**config.mk**
```make
export PLATFORM = sky130hd
export DESIGN_NAME = bcd_counter_n
export DESIGN_NICKNAME = d
export VERILOG_FILES = /design/src/rtl/bcd_pkg.sv /design/src/rtl/bcd_digit.sv /design/src/rtl/bcd_counter_n.sv
export SDC_FILE = /design/constraint.sdc
export NUM_CORES = 1
export LEC_CHECK = 0
export ABC_AREA = 1
export CAP_MARGIN = 20
export CORE_MARGIN = 2
export CORE_UTILIZATION = 40
export DETAILED_ROUTE_END_ITERATION = 16
export GPL_ROUTABILITY_DRIVEN = 0
export PLACE_DENSITY = 0.75
export SYNTH_ARGS = -nofsm -noshare
export SYNTH_HDL_FRONTEND = slang
export SYNTH_SLANG_ARGS = --single-unit
```
**constraint.sdc**
```tcl
create_clock -name clk -period 1.25 [get_ports clk]
set_input_delay 0.25 -clock clk [delete_from_list [all_inputs] [get_ports clk]]
set_output_delay 0.25 -clock clk [all_outputs]
set_load 0.02 [all_outputs]
```
**src/rtl/bcd_pkg.sv**
```systemverilog
// -----------------------------------------------------------------------------
// bcd_pkg
//
// Shared BCD definitions for the multi-digit counter and its digit cell.
//
//   bcd_digit_t   : one packed BCD digit (4 bits)
//   BCD_MAX       : largest legal digit value (9)
//   BCD_MIN       : smallest legal digit value (0)
//   bcd_valid()   : 1 when a nibble holds a legal BCD digit (0-9)
//   bcd_clean()   : returns the nibble unchanged when legal, BCD_MIN otherwise
//
// Configuration macro used by the files that import this package:
//   BCD_COUNTER_DOWN_EN - when defined, the counter honours the up input and
//                         can count down; when undefined it is up-only.
// -----------------------------------------------------------------------------
package bcd_pkg;

    typedef logic [3:0] bcd_digit_t;

    localparam bcd_digit_t BCD_MAX = 4'd9;
    localparam bcd_digit_t BCD_MIN = 4'd0;

    // Legal BCD digits are 0..9; codes 10..15 are never allowed in count.
    function automatic logic bcd_valid(input bcd_digit_t digit);
        return (digit <= BCD_MAX);
    endfunction

    // Illegal load nibbles are forced to zero so count can never hold a
    // non-BCD digit, whatever arrives on load_val.
    function automatic bcd_digit_t bcd_clean(input bcd_digit_t digit);
        return bcd_valid(digit) ? digit : BCD_MIN;
    endfunction

endpackage : bcd_pkg

```
**src/rtl/bcd_digit.sv**
```systemverilog
// -----------------------------------------------------------------------------
// bcd_digit
//
// One BCD digit register of the cascaded counter. The digit advances by one
// (up) or retreats by one (down) on a clock edge where step_in is high, and
// reports through step_out that the step ripples into the next digit.
//
// Ports:
//   clk        in   clock, all state updates on its rising edge
//   reset      in   synchronous active-high reset, clears the digit to 0
//   load       in   parallel load strobe (beats stepping)
//   load_digit in   raw load nibble; illegal codes 10..15 are loaded as 0
//   step_in    in   carry (up) or borrow (down) into this digit
//   up         in   direction: 1 = increment, 0 = decrement
//   digit      out  registered digit value, always 0..9
//   step_out   out  carry/borrow out: step_in AND digit at its wrap value
//   at_max     out  digit currently holds 9
//   at_min     out  digit currently holds 0
//
// Configuration: BCD_COUNTER_DOWN_EN. When undefined the cell is
// increment-only, up is ignored and no decrement path exists.
// -----------------------------------------------------------------------------
module bcd_digit
    import bcd_pkg::*;
(
    input  logic       clk,
    input  logic       reset,
    input  logic       load,
    input  bcd_digit_t load_digit,
    input  logic       step_in,
    input  logic       up,
    output bcd_digit_t digit,
    output logic       step_out,
    output logic       at_max,
    output logic       at_min
);

    bcd_digit_t digit_q;
    bcd_digit_t digit_next;

    assign digit  = digit_q;
    assign at_max = (digit_q == BCD_MAX);
    assign at_min = (digit_q == BCD_MIN);

`ifdef BCD_COUNTER_DOWN_EN
    // Value after one step in the selected direction, wrapping 9->0 going up
    // and 0->9 going down.
    always_comb begin
        digit_next = digit_q;
        if (up) begin
            digit_next = at_max ? BCD_MIN : digit_q + 4'd1;
        end else begin
            digit_next = at_min ? BCD_MAX : digit_q - 4'd1;
        end
    end

    // The step only ripples onward when this digit is about to wrap.
    assign step_out = step_in & (up ? at_max : at_min);
`else
    // Increment-only build: direction input is kept on the port but unused.
    logic unused_up;
    assign unused_up = up;

    always_comb begin
        digit_next = at_max ? BCD_MIN : digit_q + 4'd1;
    end

    assign step_out = step_in & at_max;
`endif

    always_ff @(posedge clk) begin
        if (reset) begin
            digit_q <= BCD_MIN;
        end else if (load) begin
            digit_q <= bcd_clean(load_digit);
        end else if (step_in) begin
            digit_q <= digit_next;
        end
    end

endmodule : bcd_digit

```
**src/rtl/bcd_counter_n.sv**
```systemverilog
// -----------------------------------------------------------------------------
// bcd_counter_n
//
// Parametrised multi-digit synchronous BCD counter built from DIGITS chained
// bcd_digit cells. Supports count enable, parallel load with digit
// validation, up/down direction, a combinational terminal-count flag and
// registered one-cycle wrap / load-error pulses.
//
// Edge priority: reset > load > en > hold.
//
// Parameters:
//   DIGITS     number of BCD digits, legal range 1..8 (count is 4*DIGITS wide)
//
// Ports:
//   clk        in   clock, all state updates on its rising edge
//   reset      in   synchronous active-high reset
//   en         in   count enable, one step per clock while high
//   load       in   parallel load strobe (en is ignored on a load edge)
//   up         in   direction, 1 = up, 0 = down (ignored in up-only build)
//   load_val   in   packed BCD load value, digit 0 in [3:0]
//   count      out  registered packed BCD count
//   tc         out  combinational terminal count: the next enabled edge wraps
//   wrap       out  registered pulse, high the cycle after a wrap edge
//   load_err   out  registered pulse, high the cycle after a load that held
//                   at least one nibble of 10..15
//
// Configuration: BCD_COUNTER_DOWN_EN. When undefined the counter is up-only,
// up is ignored, tc = en AND all digits 9, and no decrement logic exists.
// -----------------------------------------------------------------------------
module bcd_counter_n
    import bcd_pkg::*;
#(
    parameter int DIGITS = 2
) (
    input  logic                  clk,
    input  logic                  reset,
    input  logic                  en,
    input  logic                  load,
    input  logic                  up,
    input  logic [4*DIGITS-1:0]   load_val,
    output logic [4*DIGITS-1:0]   count,
    output logic                  tc,
    output logic                  wrap,
    output logic                  load_err
);

    // step[k] is the carry/borrow into digit k; step[DIGITS] leaves the top
    // digit and therefore marks an edge on which the whole counter wraps.
    logic [DIGITS:0]   step;
    logic [DIGITS-1:0] at_max;
    logic [DIGITS-1:0] at_min;
    logic [DIGITS-1:0] bad_nibble;
    logic              all_max;
    logic              all_min;
    logic              dir_up;

    assign step[0] = en;

    // The chain is one AND level per digit, at most eight levels for the
    // widest counter, so a plain ripple is kept instead of a lookahead tree.
    for (genvar g = 0; g < DIGITS; g++) begin : g_digit
        bcd_digit u_digit (
            .clk        (clk),
            .reset      (reset),
            .load       (load),
            .load_digit (load_val[4*g +: 4]),
            .step_in    (step[g]),
            .up         (up),
            .digit      (count[4*g +: 4]),
            .step_out   (step[g+1]),
            .at_max     (at_max[g]),
            .at_min     (at_min[g])
        );

        assign bad_nibble[g] = !bcd_valid(load_val[4*g +: 4]);
    end

    assign all_max = &at_max;
    assign all_min = &at_min;

`ifdef BCD_COUNTER_DOWN_EN
    assign dir_up = up;
`else
    // Up-only build: the all-zero detect has no consumer.
    logic unused_all_min;
    assign unused_all_min = all_min;
    assign dir_up = 1'b1;
`endif

    // Terminal count looks only at count, en and up; it is independent of
    // load so that it reflects what an enabled step would do.
    assign tc = en & (dir_up ? all_max : all_min);

    always_ff @(posedge clk) begin
        if (reset) begin
            wrap     <= 1'b0;
            load_err <= 1'b0;
        end else begin
            // A load edge never steps, so it can never wrap.
            wrap     <= !load & step[DIGITS];
            load_err <= load & (|bad_nibble);
        end
    end

endmodule : bcd_counter_n

```
# After elaboration in Yosys (flattened, before gate mapping)
# Cells that the tools add are included.
[word_totals] ff_bits=10 inputBits=13 output_inout_bits=11 elab_cells=30
[classes] add_sub_neg=2 n_lt_le_gt_ge=2 n_eq_ne=2 n_mux=8 n_bitwise=5 n_reduce_logical=7
[op_table] operator="4-bit two-way mux" n=8
[op_table] operator="4-bit by 1-bit adder with 4-bit output, second input constant" n=2
[op_table] operator="4-bit equality test, second input constant" n=2
[op_table] operator="4-bit less-or-equal comparator, second input constant" n=2
[op_table] operator="1-bit bitwise AND" n=5
[op_table] operator="2-bit nonzero test" n=2
[op_table] operator="1-bit logical NOT" n=3
[op_table] operator="2-bit AND reduction" n=1
[op_table] operator="2-bit OR reduction" n=1

# Logic depth before layout (Yosys ltp)
[logic_depth] ltp_word=4 ltp_mapped=7 mapped_depth_nobuf=7

# By module
# From an unflattened synthesis, not the netlist that was laid out.
[hier_totals] cells_unflattened=112 hier_area_um2=646.9
[modules_own_cells] module="bcd_digit" instances=2 cells_per_inst=51 area_per_inst_um2=285.3 seq_area_each_um2=80.1
[modules_own_cells] module="bcd_counter_n" instances=1 cells_per_inst=10 area_per_inst_um2=76.3 seq_area_each_um2=40.0

# Worst setup path before layout
# Ideal clock, no wire load.
[synth_timing] kind="flip-flop to output port" startpoint="register g_digit[0].u_digit.digit_q[0]" endpoint="output port tc" arrival_ps=1154 required_time_ps=1000 setup_slack_ps=-154 stages_incl_launch_ff=6 n_path_buf=0 cell_sequence="dfxtp_1 > inv_2 > nor2_4 > nand3_4 > or2_1 > inv_1"
[synth_between] elab_chain_len=3
[synth_lines] element="start: declaration" line="bcd_digit.sv:38" text="bcd_digit_t digit_q;"
[synth_lines] element="start signal: assignment" line="bcd_digit.sv:75" text="digit_q <= bcd_clean(load_digit);"
[synth_lines] element="start signal: assignment" line="bcd_digit.sv:77" text="digit_q <= digit_next;"
[synth_lines] element="4-bit equality test" line="bcd_digit.sv:42" text="assign at_max = (digit_q == BCD_MAX);"
[synth_lines] element="2-bit AND reduction" line="bcd_counter_n.sv:78" text="assign all_max = &at_max;"
[synth_lines] element="1-bit bitwise AND" line="bcd_counter_n.sv:92" text="assign tc = en & (dir_up ? all_max : all_min);"
[synth_lines] element="end: declaration" line="bcd_counter_n.sv:42" text="output logic tc,"
# No other way between the ends.

# Worst setup path after layout
# Ends and elaborated chain as after synthesis.

==> results by group <==
Timing
  • Final hold slack: 0.585 ns
  • Max-slew violations: 0
  • Sum Neg Setup Slack: -0.248 ns
  • Max_slew headroom: 0.820
  • Unrepaired setup endpoints after global routing: yes
  • Fin worst setup slack: -0.248 ns
  • # setup viols final: 1
  • Fin Clk Skew: 0.00498 ns
  • Max Clk Rate: 668 MHz
  • Min Tclk post-route: 1.50 ns
  • Tcrit/Tclk final: 1.20
  • Final hold vios: 0
  • Worst Max-Slew Pin Slew: 0.270 ns

Power
  • Power Density: 773 mW/mm²
  • Leakage: 0.486 nW
  • Comb pwr share: 0.315
  • Switching Power: 0.235 mW
  • Max VDD drop: 0.000450 V
  • Total power: 0.808 mW
  • Clock Power Share: 0.253
  • Cell internal pwr: 0.572 mW
  • Switching Fraction: 0.291
  • Sequential share of power: 0.433

Routing
  • DRT antenna net count: 0
  • Wire length per cell: 11.2 µm
  • Vias: 783
  • Vias/cell: 5.08
  • Final WL: 1720 µm
  • First-pass detailed-route iteration total: 4
  • DRC Markers: 0
  • Initial DRC count: 18

Outcome
  • Outcome: finished with violations
  • Failing checks: negative setup slack

Placed design
  • I/O Buffers: 22
  • HPWL after DPL: 1410 µm
  • Cell Area, Placed: 0.00102 mm²
  • DP Cell Count: 151
  • Pre-CTS WS: -0.747 ns

Global routing
  • Vias in the first global route: 775
  • First-pass GRT wire length: 2930 µm
  • All-Layer GR Usage: 0.206
  • Initial antenna violation count: 0
  • GR Overflow Total: 0
  • Largest net degree at the start of global routing: 11

Final layout
  • Register area: 214 µm²
  • Area Overhead vs Synth: 73.2%
  • Final #Nets: 153
  • # diodes: 0
  • Commonest non-fill, non-tap cell in the layout: buf_4
  • Multi-input logic area: 374 µm²
  • Fillers: 117
  • Post-layout instance count excluding filler cells: 154
  • Final core area utilization: 0.719
  • Fraction of layout instances using a drive strength above 1: 0.428
  • Most frequent cells in the layout: buf_4 (23), nand2_1 (20), nand3_1 (12)
  • Design area: 0.00104 mm²

Clock tree
  • Clock Tree Root: clkbuf_4
  • CTS H-tree depth: 1
  • Clock Path Buffers: 2
  • Sink Count: 10
  • CTS clk-pin slew, worst paths: 0.06 ns
  • TritonCTS clock tree: yes
  • Worst-Skew Late Latency: 0.25 ns
  • CTS buffer count: 3
  • Hold Buf Count CTS: 0

Synthesis
  • Synth cell types: 20
  • Yosys warnings: 0
  • Avg Inst Size Synth: 6.56 µm²
  • Yosys reg bits: 10
  • Post-synthesis instance total: 92
  • Syn Std Cell Area: 603 µm²
  • Post-synthesis sequential area ratio: 0.332
  • Post-Syn Nets: 105

Critical path
  • Crit Path Max Fanout: 3
  • CP required: 1.00 ns
  • Crit end category: output port
  • WP data arrival: 1.25 ns
  • Worst Setup Start Kind: register
  • CP Class: register to output port

Floorplanning
  • Initial Utilization: 0.415
  • DIE HEIGHT: 42.8 µm
  • Core area: 0.00145 mm²
  • Die X: 42.8 µm
  • Die area: 0.00183 mm²
  • Rows: 14
  • Num ports: 24

Flow run
  • Max cap viols: 0

Worst hold path
  • HP Class: register to register
[power by group through the flow]
stage / Sequential [mW] / Combinational [mW] / Clock, mW
2_1_floorplan: 0.382 / 0.0812 / 0
3_3_place_gp: 0.352 / 0.251 / 0
3_5_place_dp: 0.353 / 0.255 / 0
4_1_cts: 0.347 / 0.252 / 0.217
5_1_grt: 0.351 / 0.276 / 0.238
6_report: 0.349 / 0.254 / 0.204
[layout make-up]
class                           instances  share of cell area
Sequential cell                        10               0.205
Clock buffer                            3              0.0216
Timing Repair Buffer                   45               0.347
Inverter                               13              0.0491
Multi-Input combinational cell         67               0.358
Tap cell                               16              0.0192
[per-layer routing]
layer	vias up	routed length, µm	global-route usage
met1	351	697	0.225
met4	0	16	0.0625
met3	4	99	0.0255
met2	34	910	0.400
met5	-	0	0
li1	394	-	-
[flip-flops by register name (all words and copies together), names as in the netlist]
register and cells:
g_digit.u_digit.digit 8, load_err 1, wrap 1
[critical path: stages, from the launching register on]
cell and delay [ns]:
dfxtp_4 0.35, inv_4 0.03, nor2_4 0.14, nand3_4 0.08
or2_4 0.24, inv_2 0.05, buf_6 0.10
[cells in the mapped netlist, drive strengths merged]
master,count,area [µm²]
a211oi,1,7.51
a21oi,9,45.0
a31oi,2,12.5
buf,2,8.75
dfxtp,10,200
inv,13,48.8
nand2,23,88.8
nand3,14,82.6
nand3b,1,7.51
nor2,7,41.3
nor3,1,10.0
o21ai,7,35.0
or2,1,6.26
xor2,1,8.76
[final timing paths]
path | start | to | slack (ns) | cells after the start
setup / recovery | g_digit[0].u_digit.digit[0]$_SDFFE_PP0P_ | tc | -0.25 | 6
hold / removal | g_digit[1].u_digit.digit[2]$_SDFFE_PP0P_ | g_digit[1].u_digit.digit[2]$_SDFFE_PP0P_ | 0.58 | 3
setup reg to reg | g_digit[0].u_digit.digit[0]$_SDFFE_PP0P_ | wrap$_SDFF_PP0_ | 0.12 | 6
hold reg to reg | g_digit[1].u_digit.digit[2]$_SDFFE_PP0P_ | g_digit[1].u_digit.digit[2]$_SDFFE_PP0P_ | 0.58 | 3
[cells by family after synthesis]
group,synth area share
simple gates,0.392
compound gates,0.166
buf+inv,0.0954
flops,0.332
xor+xnor,0.0145
[timing repair]
item,CTS,global route
buffers inserted,1,1
pin swaps,3,3
setup endpoints to repair,11,11
resized for setup,36,17
Note: power is estimated with default switching activity, not from simulation.
